## config.mk

```make
export PLATFORM = sky130hd
export DESIGN_NAME = spike_wave_controller
export DESIGN_NICKNAME = d
export VERILOG_FILES = /design/src/rtl/stdp_pkg.sv /design/src/rtl/spike_cmp_lane.sv /design/src/rtl/spike_wave_controller.sv
export SDC_FILE = /design/constraint.sdc
export NUM_CORES = 1
export LEC_CHECK = 0
export CAP_MARGIN = 25
export CORE_MARGIN = 4
export CORE_UTILIZATION = 50
export DETAILED_ROUTE_END_ITERATION = 12
export GPL_ROUTABILITY_DRIVEN = 0
export PLACE_DENSITY = 0.84
export SYNTH_ARGS = -nofsm -noshare
export SYNTH_HDL_FRONTEND = slang
export SYNTH_HIERARCHICAL = 1
export SYNTH_SLANG_ARGS = --single-unit
```

## constraint.sdc

```tcl
create_clock -name clk -period 2.3 [get_ports clk]
set_input_delay 0.46 -clock clk [delete_from_list [all_inputs] [get_ports clk]]
set_output_delay 0.46 -clock clk [all_outputs]
set_load 0.1 [all_outputs]
```

## src/rtl/stdp_pkg.sv

```systemverilog
// rtl/stdp_pkg.sv - shared types and defaults for the STDP spike wave controller
package stdp_pkg;

  typedef enum logic [1:0] {
    ST_IDLE = 2'd0,
    ST_RUN  = 2'd1,
    ST_GAP  = 2'd2
  } wave_state_e;

  localparam int DEF_TIME_PERIOD = 16;
  localparam int DEF_N_INPUTS    = 8;

endpackage

```

## src/rtl/spike_cmp_lane.sv

```systemverilog
// rtl/spike_cmp_lane.sv - one lane of step-coded spike generation
module spike_cmp_lane #(
  parameter int TW = 4
) (
  input  logic [TW-1:0] time_i,
  input  logic [TW-1:0] spike_time_i,
  input  logic          mask_i,
  input  logic          run_en_i,
  output logic          spike_o
);

  // Once the wave time reaches the lane's spike time the output holds high until wave end.
  assign spike_o = run_en_i && !mask_i && (spike_time_i <= time_i);

endmodule

```

## src/rtl/spike_wave_controller.sv

```systemverilog
// rtl/spike_wave_controller.sv - gamma wave sequencer with one-entry shadow load buffer
module spike_wave_controller
  import stdp_pkg::*;
#(
  parameter int N_INPUTS    = DEF_N_INPUTS,
  parameter int TIME_PERIOD = DEF_TIME_PERIOD,
  parameter int WCW         = 16,
  localparam int TW         = $clog2(TIME_PERIOD)
) (
  input  logic                   clk,
  input  logic                   rst_n,
  input  logic                   load_valid,
  output logic                   load_ready,
  input  logic [N_INPUTS*TW-1:0] load_times,
  input  logic [N_INPUTS-1:0]    load_mask,
  input  logic                   abort,
  output logic [TW-1:0]          time_val,
  output logic [N_INPUTS-1:0]    spike_vec,
  output logic                   busy,
  output logic                   done,
  output logic [WCW-1:0]         wave_count
);

  localparam logic [TW-1:0] LAST_T = TW'(TIME_PERIOD - 1);

  wave_state_e             state_q;
  logic [TW-1:0]           time_q;
  logic [WCW-1:0]          wave_count_q;
  logic                    shadow_full_q;
  logic [N_INPUTS*TW-1:0]  shadow_times_q;
  logic [N_INPUTS-1:0]     shadow_mask_q;
  logic [N_INPUTS*TW-1:0]  times_act_q;
  logic [N_INPUTS-1:0]     mask_act_q;
  logic                    load_accept_d;

  assign load_ready    = !shadow_full_q;
  assign load_accept_d = load_valid && !shadow_full_q;

  always_ff @(posedge clk) begin
    if (!rst_n) begin
      state_q        <= ST_IDLE;
      time_q         <= '0;
      wave_count_q   <= '0;
      shadow_full_q  <= 1'b0;
      shadow_times_q <= '0;
      shadow_mask_q  <= '0;
      times_act_q    <= '0;
      mask_act_q     <= '1;
    end else begin
      // A load can never coincide with a transfer: load_ready is low whenever the shadow is full.
      if (load_accept_d) begin
        shadow_times_q <= load_times;
        shadow_mask_q  <= load_mask;
        shadow_full_q  <= 1'b1;
      end
      if (abort) begin
        state_q    <= ST_IDLE;
        time_q     <= '0;
        mask_act_q <= '1;
      end else begin
        case (state_q)
          ST_IDLE: begin
            if (shadow_full_q) begin
              times_act_q   <= shadow_times_q;
              mask_act_q    <= shadow_mask_q;
              shadow_full_q <= 1'b0;
              time_q        <= '0;
              state_q       <= ST_RUN;
            end
          end
          ST_RUN: begin
            if (time_q == LAST_T) begin
              time_q  <= '0;
              state_q <= ST_GAP;
            end else begin
              time_q <= time_q + TW'(1);
            end
          end
          ST_GAP: begin
            wave_count_q <= wave_count_q + WCW'(1);
            time_q       <= '0;
            if (shadow_full_q) begin
              times_act_q   <= shadow_times_q;
              mask_act_q    <= shadow_mask_q;
              shadow_full_q <= 1'b0;
              state_q       <= ST_RUN;
            end else begin
              state_q <= ST_IDLE;
            end
          end
          default: begin
            state_q <= ST_IDLE;
            time_q  <= '0;
          end
        endcase
      end
    end
  end

  assign time_val   = time_q;
  assign busy       = (state_q == ST_RUN) || (state_q == ST_GAP);
  assign done       = (state_q == ST_GAP) && !abort;
  assign wave_count = wave_count_q;

  genvar gi;
  generate
    for (gi = 0; gi < N_INPUTS; gi++) begin : g_lane
      spike_cmp_lane #(
        .TW(TW)
      ) u_lane (
        .time_i      (time_q),
        .spike_time_i(times_act_q[gi*TW +: TW]),
        .mask_i      (mask_act_q[gi]),
        .run_en_i    (state_q == ST_RUN),
        .spike_o     (spike_vec[gi])
      );
    end
  endgenerate

endmodule

```

# Word-level counts from Yosys, hierarchy flattened
# Index checks and enable logic that the tools add are counted.
word_totals:
  reg_bits: 103
  out_inout_bits: 31
op_classes:
  eq_ne: 5
  n_reduce_logical: 36
  muxes: 11
  n_bitwise: 2
  n_addsub: 2
  order_cmp: 8
ops:
  columns: ["op", "count"]
  rows:
  - ["$le A4 B4 Y1", 8]
  - ["$logic_and A1 B1 Y1", 18]
  - ["$add A16 B1 Y16 const B", 1]
  - ["$logic_not A1 Y1", 10]
  - ["$mux W4", 2]
  - ["$pmux W4 S2", 1]
  - ["$pmux W2 S3", 1]
  - ["$reduce_and A2 Y1", 3]
  - ["$mux W1", 5]
  - ["$add A4 B1 Y4 const B", 1]
  - ["$eq A4 B4 Y1 const B", 1]
  - ["$mux W2", 2]
  - ["$ne A2 B2 Y1 const B", 2]
  - ["$reduce_or A2 Y1", 2]
  - ["$reduce_and A3 Y1", 1]
  - ["$eq A2 B1 Y1 const B", 1]
  - ["$eq A2 B2 Y1 const B", 1]
  - ["$logic_not A2 Y1", 1]
  - ["$not A1 Y1", 2]
  - ["$logic_or A1 B1 Y1", 1]

# Depth between registers and ports, before layout
depth:
  ltp_word: 6
  ltp_mapped: 8
  ltp_nobuf: 6

# Cells and area by module
# The synthesis kept the hierarchy.
by_module_without_submodules:
  columns: ["mod", "area_each_um2", "cells_each", "seq_area_each_um2", "instances"]
  rows:
  - ["spike_wave_controller", 3807.4, 473, 2062.0, 1]
  - ["spike_cmp_lane", 116.4, 14, 0.0, 8]

# Least setup slack after synthesis
# OpenSTA, ideal clock, no wires.
synth_timing:
  path_type: "flip-flop to output port"
  startpoint: "register time_q[1] (netlist: time_val[1])"
  endpoint: "output port spike_vec[0]"
  path_slack_ns: -0.820
  n_path_buf: 0
  t_required_ns: 1.840
  path_stages_with_launch: 6
  t_arrival_ns: 2.660
  cell_sequence: "dfxtp_1 > inv_1 > ha_1 > nor2b_4 > o2111ai_1 > and4b_1"
synth_between:
  elab_chain_len: 2
synth_rtl:
  columns: ["item", "line_no", "rtl"]
  rows:
  - ["from (decl)", "spike_wave_controller.sv:27", "logic [TW-1:0] time_q;"]
  - ["from (signal assigned)", "spike_wave_controller.sv:76", "time_q <= time_q + TW'(1);"]
  - ["$le A4 B4 Y1", "spike_cmp_lane.sv:13", "assign spike_o = run_en_i && !mask_i && (spike_time_i <= time_i);"]
  - ["$logic_and A1 B1 Y1", "spike_cmp_lane.sv:13", null]
  - ["to (decl)", "spike_wave_controller.sv:18", "output logic [N_INPUTS-1:0] spike_vec,"]
# Every way passes these cells.

# Worst setup path after layout
layout_timing:
  startpoint: "register time_q[3] (netlist: time_val[3])"
  endpoint: "output port spike_vec[0]"
# The elaborated chain is that of the path after synthesis.

==> impl_metrics.yaml <==
synth:
  syn_area_per_cell_um2: 8.10
  synthTopCellsByArea: "dfxtp_1 (44%), nand2_1 (14%), ha_1 (10%)"
  synth_cell_types: 36
  yosysTopAreaCell: "dfxtp_1"
  ys_seq_area_share_pct: 43.5
  yosysWarningCount: 6
  async_reset_ff_share_pct: 0
  syn_area_um2: 4740
  synth_edf_count: 0
  yosys_most_used_dff: "dfxtp_1"
  ys_ff_latch: 103
  syn_inst: 585
  yosysTopAreaCellShare_pct: 43.5
  synth_nets: 667
place:
  dp.cells: 773
  dpl_cell_area_um2: 5710
  dpl.hpwl_um: 7930
  portBuffers: 74
critical_path:
  crit_required_ns: 1.84
  end_kind: "primary output"
  crit_path_cell_trace: "inv_1 -> ha_1 -> a21oi_1 -> a41o_1 -> and4b_2 -> buf_12"
  path_class: "flip-flop to primary output"
  path_buf_inv: 2
  critPathSlowestCell: "dfxtp_4"
  crit_family: "flip-flops"
  cp.arrival_ns: 1.94
  critPathMaxStageDelay_ns: 0.41
  start_kind: "flip-flop"
  cp_max_fo: 6
timing:
  slew_viol_final: 0
  tns_ns: -0.383
  slew_headroom_pct: 65.1
  rsz0062_at_grt: "yes"
  whs_ns: 0.455
  fin_crit_sh_pct: 105
  finalHoldViolations: 0
  finClkSkew_ns: 0.0147
  max_freq_mhz: 416
  fin_ws_ns: -0.104
  setup_viol: 8
  worst_pin_slew_ns: 0.523
  finalWorstPathRequiredPeriod_ns: 2.40
cells_and_area:
  final_cells: 803
  area_growth_pct: 33.1
  n_antenna_cell: 0
  ff_latch_area_um2: 2080
  final_util_pct: 68.2
  multi_input_area_um2: 2710
  drive_above_1_share_pct: 20.6
  layout.nets: 751
  stdcell_area_um2: 6300
  n_fill_cell: 670
detailed_routing:
  vias: 4357
  final_antenna_net_count: 0
  drc: 0
  drt_iter0_drc: 295
  drtPass1Iterations: 5
  avgViaCountPerCell: 5.43
  drt-wirelength-per-cell_um: 15.3
  wl_um: 12300
clock_network:
  cts.sinks: 103
  cts_root_buf: "clkbuf_8"
  cts_tree: "yes"
  cts_buffers: 9
  clk_pin_slew_worst_paths_ns: 0.10
  htreeDepth: 3
  hold_buffers: 0
  insertion_delay_ns: 0.37
  cts_buffer_depth: 2
grt:
  grt_pass1_wl_um: 20200
  use_met3_pct: 4.84
  met2_usage_pct: 39.3
  grt_max_degree: 51
  use_met1_pct: 26.1
  busiest_layer: "met2"
  antenna_found_initial: 0
  grtUsageTotal_pct: 22.0
  grt-ovfl-total: 0
  grt_pass1_vias: 4376
power_and_ir_drop:
  peakVddDrop_mv: 0.339
  p_seq_share_pct: 53.1
  p_switching_uw: 984
  internal-power_mw: 2.58
  sw_frac_of_total_pct: 27.6
  cellPowerDensity_nw_per_um2: 565
  p_clk_share_pct: 32.0
  leakagePower_nw: 2.41
  comb_power_share_pct: 14.9
floorplan:
  die_w_um: 105
  dieHeight_um: 105
  die-area_um2: 11100
  row_count: 35
  pin_count: 75
  core_area_um2: 9240
  initial_core_util_pct: 51.3
job:
  maxCapViolations: 0
worst_hold_path:
  hp-class: "flip-flop to flip-flop"
status:
  violations: "negative setup slack"
  status: "finished, violations left"
## path summary, 6_finish.rpt
check             slack (ns)  cells past startpoint                from              end
setup reg to reg        0.34                      7          state_q[0]  times_act_q[30]
hold reg to reg         0.46                      2  shadow_times_q[23]  times_act_q[23]
setup / recovery       -0.10                      6         time_val[3]     spike_vec[0]
hold / removal          0.46                      2  shadow_times_q[23]  times_act_q[23]
## routing by layer
metal / routed length (um) / up-vias
met2: 6300 / 162
met1: 5010 / 2037
met4: 309 / 0
li1: - / 2122
met5: 0 / -
met3: 670 / 36
## registers in the layout (all words and copies together) (netlist names)
| register | flops |
|---|---|
| shadow_times_q | 32 |
| times_act_q | 32 |
| wave_count | 16 |
| mask_act_q | 8 |
| shadow_mask_q | 8 |
| time_val | 4 |
| state_q | 2 |
| shadow_full_q | 1 |
## cells in the final DEF (no fill, tap or decap), types with 13 or more instances in the layout
cell | Yosys | final
nand2_1 | 179 | 179
dfxtp_1 | 103 | 96
a21oi_1 | 89 | 84
buf_4 | 0 | 44
clkdlybuf4s50_1 | 0 | 43
inv_1 | 35 | 26
ha_1 | 38 | 22
ha_4 | 0 | 16
nor2_1 | 16 | 15
nand3_1 | 13 | 13
## cell usage after synthesis, drive strengths merged (4+ instances only)
cell,count
nand2,179
dfxtp,103
a21oi,89
ha,38
inv,36
clkbuf,19
nor2,16
nand3,13
nor2b,12
and4b,9
buf,9
a41o,8
o2111ai,8
xor2,8
o21ai,7
nand4,4
or3,4
xnor2,4
## kinds of logic (layout without fill, tap and decap cells)
| kind of cell | Yosys count | after routing | share of synthesized area, % |
|---|---|---|---|
| xor+xnor | 12 | 12 | 2.22 |
| simple gates | 251 | 251 | 24.7 |
| compound gates | 115 | 115 | 13.9 |
| fa+ha+maj | 38 | 38 | 10.0 |
| flops | 103 | 103 | 43.5 |
| mux | 2 | 2 | 0.423 |
| buf+inv | 64 | 153 | 5.23 |
## cell type report
class / count / share of cell area, %
Clock buffer: 10 / 2.02
Timing Repair Buffer: 101 / 16.0
Multi-Input combinational cell: 418 / 43.0
Sequential cell: 103 / 33.0
Clock inverter: 6 / 1.09
Inverter: 36 / 2.34
Tap cell: 129 / 2.56
## power groups by stage
stage	logic, mW	clock network [mW]	registers [mW]
after floorplan	0.306	0	1.93
after global placement	0.480	0	1.93
after detailed placement	0.501	0	1.93
after CTS	0.517	1.15	1.89
after global routing	0.578	1.24	1.90
final	0.532	1.14	1.89
## worst register-to-register path, stage by stage, from the launching register on
cell and delay (ns):
dfxtp_1 0.39, inv_1 0.09, ha_1 0.28, o21a_1 0.34, nand2b_1 0.12, buf_4 0.34
nand2_1 0.14, a21oi_1 0.18
## repair_timing
| action | CTS | global route |
|---|---|---|
| resized for setup | 41 | 9 |
| setup buffers | 12 | 2 |
| setup endpoints to repair | 8 | 8 |
| pin swaps | 20 | 16 |
## through the flow
| step | worst slack [ns] | total power, mW |
|---|---|---|
| 2_1_floorplan | 0.0108 | 2.23 |
| 3_3_place_gp | 0.248 | 2.41 |
| 3_5_place_dp | 0.208 | 2.43 |
| 4_1_cts | -0.0723 | 3.55 |
| 5_1_grt | -0.146 | 3.72 |
| 6_report | -0.104 | 3.56 |
(Power assumes the default switching activity.)
==> variant 1 (config.mk and constraints unchanged) <==
Change the package constant `DEF_N_INPUTS` from 8 to 4.
--- a/src/rtl/stdp_pkg.sv
+++ b/src/rtl/stdp_pkg.sv
@@ -9,5 +9,5 @@
 
   localparam int DEF_TIME_PERIOD = 16;
-  localparam int DEF_N_INPUTS    = 8;
+  localparam int DEF_N_INPUTS    = 4;
 
 endpackage
Ports: changed (resized load_mask, load_times and spike_vec); port bits go from 75 to 51. No check against the original RTL was run, so the function may have changed too.
==> variant 1 against the original RTL <==
  * Worst setup slack gained 120 ps
  * Power is 25% lower
  * Utilization is 0.13 points higher
  * Sequential cell count shrank 40
  * Wire length decreased by 42%
  * Area after synthesis decreased by 35%
  * Combinational power down 37%
  * Design area decreased by 35%
  * Largest power group is now clock
==> variant 1: results <==
metrics = {
    "logic_synthesis": {
        "yosysWarnings": 6,
        "ys_top_cells_by_count": "nand2_1 (88), dfxtp_1 (63), a21boi_0 (36)",
        "synthArstFlopShare_pct": 0,
        "syn-num-nets": 393,
        "synthFlopType": "dfxtp_1",
        "synth_cell_types": 42,
        "synth.area.top_cells": "dfxtp_1 (41%), nand2_1 (11%), ha_1 (8.9%)",
        "synthCells": 347,
        "seq_area_frac_synth_pct": 40.9,
    },
    "route": {
        "wl_met3_um": 479,
        "dr_wl_met2_um": 3410,
        "initialDrtViolationCount": 150,
        "vias_per_cell": 5.47,
        "wl_per_cell_um": 14.8,
        "drc": 0,
        "routed.top_layer": "met4",
        "wl_met1_um": 3100,
        "dr.pass1.iters": 4,
    },
    "cts": {
        "cts_hold_buf": 0,
        "htree_num_levels": 3,
        "clock_tree.buffer_depth": 2,
        "cts_buffers": 9,
        "clk_latency_ps": 330,
        "clk_pin_slew_ps": 70,
        "cts_root_buffer": "clkbuf_8",
    },
    "critical_path": {
        "path_max_fanout": 7,
        "r2r_cells": 6,
        "worst_ep_arrival_time_ps": 1820,
        "r2r_setup_slack_ps": 450,
        "timing.rr.end": "times_act_q[3]",
        "r2r_start": "state_q[0]",
    },
    "hold_path": {
        "min_path_cells": 2,
        "hp-start": "shadow_times_q[0]",
        "min_to": "times_act_q[0]",
        "hp-class": "reg2reg",
    },
    "global_routing": {
        "grt_antenna_before_repair": 0,
        "grt_pass1_wl_um": 11600,
        "grt_usage_pct": 19.4,
        "grt_max_degree": 45,
        "grt_pass1_vias": 2461,
    },
    "cells_and_area": {
        "diodes": 0,
        "stdcell_count": 480,
        "drive_above_1_share_pct": 21.0,
        "nNetsFinal": 446,
    },
    "power": {
        "switching_share_pct": 23.9,
        "leakagePower_nw": 1.59,
        "peakVddDrop_mv": 0.417,
    },
    "status": {
        "status": "finished clean",
    },
    "timing": {
        "slew_headroom_pct": 54.9,
        "skew_ps": 6.14,
        "final_hold_viol_count": 0,
    },
    "placement": {
        "port_buffers": 50,
        "placed_area_um2": 3680,
        "dp_slack_ps": 302,
        "placed_cells": 463,
        "hpwlAfterDp_um": 4780,
    },
}
-- variant 1: cell types whose count changed in the layout (fill, tap and decap cells not counted), sizes merged, moves of 16 or more --
cell           delta
a21boi           +38
a21oi            -81
buf              -25
clkdlybuf4s50    -20
dfxtp            -40
ha               -16
inv              -19
nand2            -91
-- variant 1: cell type report --
class,instances,area (um2)
multi-input combinational,251,1820
inverter,19,71.3
sequential,63,1270
fill,457,1880
clock buffer,11,151
tap,75,93.8
clock inverter,5,104
timing repair buffer,56,553
-- variant 1: worst max path at each step --
stage,start,end,slack [ps],cells past startpoint
finish,time_val[1],spike_vec[2],20,6
global route,time_val[1],spike_vec[2],-40,6
CTS,time_val[3],spike_vec[2],5,6
detailed placement,time_val[1],spike_vec[2],300,6
global placement,abort,done,320,4
floorplan,time_val[2],spike_vec[0],-240,4
-- variant 1: cell families after synthesis --
family          count (synthesis)  synth area share (%)
buf+inv                        33                  4.34
flops                          63                  40.9
mux                             6                  1.95
compound gates                 62                  15.0
fa+ha+maj                      22                  8.93
xor+xnor                       14                  3.98
simple gates                  147                  24.9
-- variant 1: per-layer routing --
metal / vias to the layer above / track usage [%]
li1: 1286 / -
met1: 1224 / 25.0
met2: 98 / 31.8
met3: 16 / 3.14
met4: 0 / 8.64
met5: - / 0
-- variant 1: through the flow --
| step | utilization, % | hold slack [ps] |
|---|---|---|
| after floorplan | - | 437 |
| after global placement | 61.8 | 450 |
| after detailed placement | 61.8 | 456 |
| after CTS | 67.0 | 466 |
| after global routing | 68.4 | 481 |
| final | 68.4 | 466 |
-- variant 1: power by group through the flow --
stage	clock, mW	sequential [mW]	combinational (mW)
2_1_floorplan	0	1.18	0.202
3_3_place_gp	0	1.18	0.309
3_5_place_dp	0	1.18	0.318
4_1_cts	1.21	1.15	0.322
5_1_grt	1.26	1.16	0.361
6_report	1.20	1.15	0.333
-- variant 1: worst max-delay path, stage by stage, from the launching register on --
cell and delay (ps):
dfxtp_4 390, inv_2 60, ha_4 240, nor2b_4 130, o2111ai_2 180, and4b_2 300
buf_12 180
-- variant 1: timing repair --
item                                    4_1_cts  5_1_grt
resized for setup                             5       11
endpoints found under the setup margin        4        4
pin swaps                                     4        4
setup buffers                                 0        1
==> variant 2 (same settings) <==
Made on the original files. Re-encode `wave_state_e` (3 states) as one-hot, 3 bits wide.
--- a/src/rtl/stdp_pkg.sv
+++ b/src/rtl/stdp_pkg.sv
@@ -2,8 +2,8 @@
 package stdp_pkg;
 
-  typedef enum logic [1:0] {
-    ST_IDLE = 2'd0,
-    ST_RUN  = 2'd1,
-    ST_GAP  = 2'd2
+  typedef enum logic [2:0] {
+    ST_IDLE = 3'b001,
+    ST_RUN  = 3'b010,
+    ST_GAP  = 3'b100
   } wave_state_e;
 
Check against the original RTL: no difference found for any inputs over 4 cycles, from zero or initial values and one cycle with rst_n low; so few cycles prove little.
==> variant 2 against the original RTL <==
  * The run still ends with setup timing left
  * Power is 4.8% lower
  * Die area is 1.4% higher
  * First-iteration DRC count is 8.8% lower
  * Wire length is 8.5% higher
  * Clock skew is 2.3 ps lower
  * Worst setup slack worse by 5.0 ps
  * Non-clock buffer count is 7 higher
  * Area after synthesis is 1.5% higher
  * Register-to-register slack better by 190 ps
  * Clock power hardly changed
  * Design area is 2.8% higher
  * Sequential cell count is 1 higher
  * Sequential power hardly changed
  * Critical path type unchanged
  * Critical endpoint is now spike_vec[5]
  * Largest power group unchanged
==> variant 2: results <==
metrics = {
    "cts": {
        "cts_root_buffer": "clkbuf_8",
        "clk_latency_ps": 370,
        "clock_tree.buffer_depth": 2,
        "htree_num_levels": 3,
        "cts_buffers": 9,
        "clk_pin_slew_ps": 100,
    },
    "power": {
        "leakagePower_nw": 2.45,
        "peakVddDrop_mv": 0.283,
    },
    "timing": {
        "skew_ps": 12.4,
        "fin_tns_setup_ps": -654,
        "setup_ws_ps": -109,
        "slew_headroom_pct": 56.3,
        "finalSetupViolCount": 8,
    },
    "logic_synthesis": {
        "synth.area.top_cells": "dfxtp_1 (43%), nand2_1 (13%), a21oi_1 (9.8%)",
        "synth_cell_types": 38,
        "synthArstFlopShare_pct": 0,
        "yosysWarnings": 6,
        "syn-num-nets": 662,
        "ys_top_cells_by_count": "nand2_1 (169), dfxtp_1 (104), a21oi_1 (94)",
        "seq_area_frac_synth_pct": 43.3,
    },
    "cells_and_area": {
        "num-fill-cells": 711,
        "nNetsFinal": 754,
        "diodes": 0,
        "drive_above_1_share_pct": 21.9,
    },
    "route": {
        "dr.pass1.iters": 5,
        "vias_per_cell": 5.58,
        "initialDrtViolationCount": 269,
        "finalWirelength_um": 13300,
    },
    "hold_path": {
        "hp-start": "shadow_times_q[6]",
        "min_to": "times_act_q[6]",
        "min_path_cells": 2,
        "hp-class": "reg2reg",
    },
    "critical_path": {
        "cpPeakStageDelay_ps": 400,
        "r2r_start": "state_q[0]",
        "worst_ep_arrival_time_ps": 1950,
        "path_max_fanout": 5,
        "r2r_setup_slack_ps": 530,
        "crit_path_start": "time_val[3]",
        "timing.rr.end": "mask_act_q[4]",
        "slowest_stage": "dfxtp_4",
        "r2r_cells": 5,
    },
    "global_routing": {
        "grt_pass1_wl_um": 20800,
        "grt_antenna_before_repair": 0,
        "grt_usage_pct": 22.8,
        "grt_max_degree": 49,
        "grt_pass1_vias": 4469,
    },
    "placement": {
        "hpwlAfterDp_um": 8210,
        "port_buffers": 74,
    },
    "status": {
        "violations": "setup timing",
        "status": "complete, but fails checks",
    },
}
variant 2: cell type report:
type                       instances  area share, %
multi-input combinational        415           42.8
clock inverter                     6          0.908
clock buffer                      10           2.12
inverter                          38           2.36
timing repair buffer             108           17.0
tap                              129           2.49
sequential                       104           32.4
variant 2: cell families after synthesis:
family / count (synthesis) / share of synthesized area, %
xor+xnor: 8 / 1.46
buf+inv: 65 / 5.41
fa+ha+maj: 34 / 8.84
mux: 9 / 1.87
simple gates: 238 / 24.2
flops: 104 / 43.3
compound gates: 126 / 15.0
variant 2: worst max-delay path: cells and delay by family, from the launching register on:
kind | cells | cell delay (ps)
DFF | 1 | 400
buffers and inverters | 3 | 320
AOI/OAI and AO/OA | 2 | 290
adders and majority gates | 1 | 290
and+or+nand+nor | 1 | 270
variant 2: how the worst max path moves through the flow:
stage,to,slack [ps],cells past startpoint
6_report,spike_vec[5],-110,7
5_1_grt,spike_vec[5],-150,7
4_1_cts,spike_vec[4],-80,7
3_5_place_dp,wave_count[12],90,6
3_3_place_gp,wave_count[12],110,6
2_1_floorplan,wave_count[12],-390,4
variant 2: report_power, final:
group          total [mW]  switching (mW)  leakage (nW)  internal [mW]
clock network        1.14           0.689        0.0988          0.453
registers            1.89          0.0380         0.849           1.86
logic               0.359           0.195          1.50          0.164
variant 2: stage by stage:
stage	worst slack, ps	total power, mW	hold WS, ps	std cells	area [um2]
final	-109	3.39	461	810	6480
after global routing	-148	3.50	479	810	6480
after CTS	-75.0	3.37	464	803	6350
after detailed placement	86.4	2.26	448	775	5800
after global placement	113	2.25	437	775	5800
after floorplan	-391	2.12	432	584	4830
variant 2: routing by layer:
metal / track usage (%) / wire length [um]
met3: 4.74 / 709
met4: 8.60 / 289
met5: 0 / 0
met1: 26.9 / 5440
met2: 40.5 / 6890
variant 2: timing repair:
| action | 4_1_cts | 5_1_grt |
|---|---|---|
| pin swaps | 23 | 15 |
| endpoints found under the setup margin | 8 | 8 |
| resized for setup | 43 | 15 |
| setup buffers | 12 | 7 |
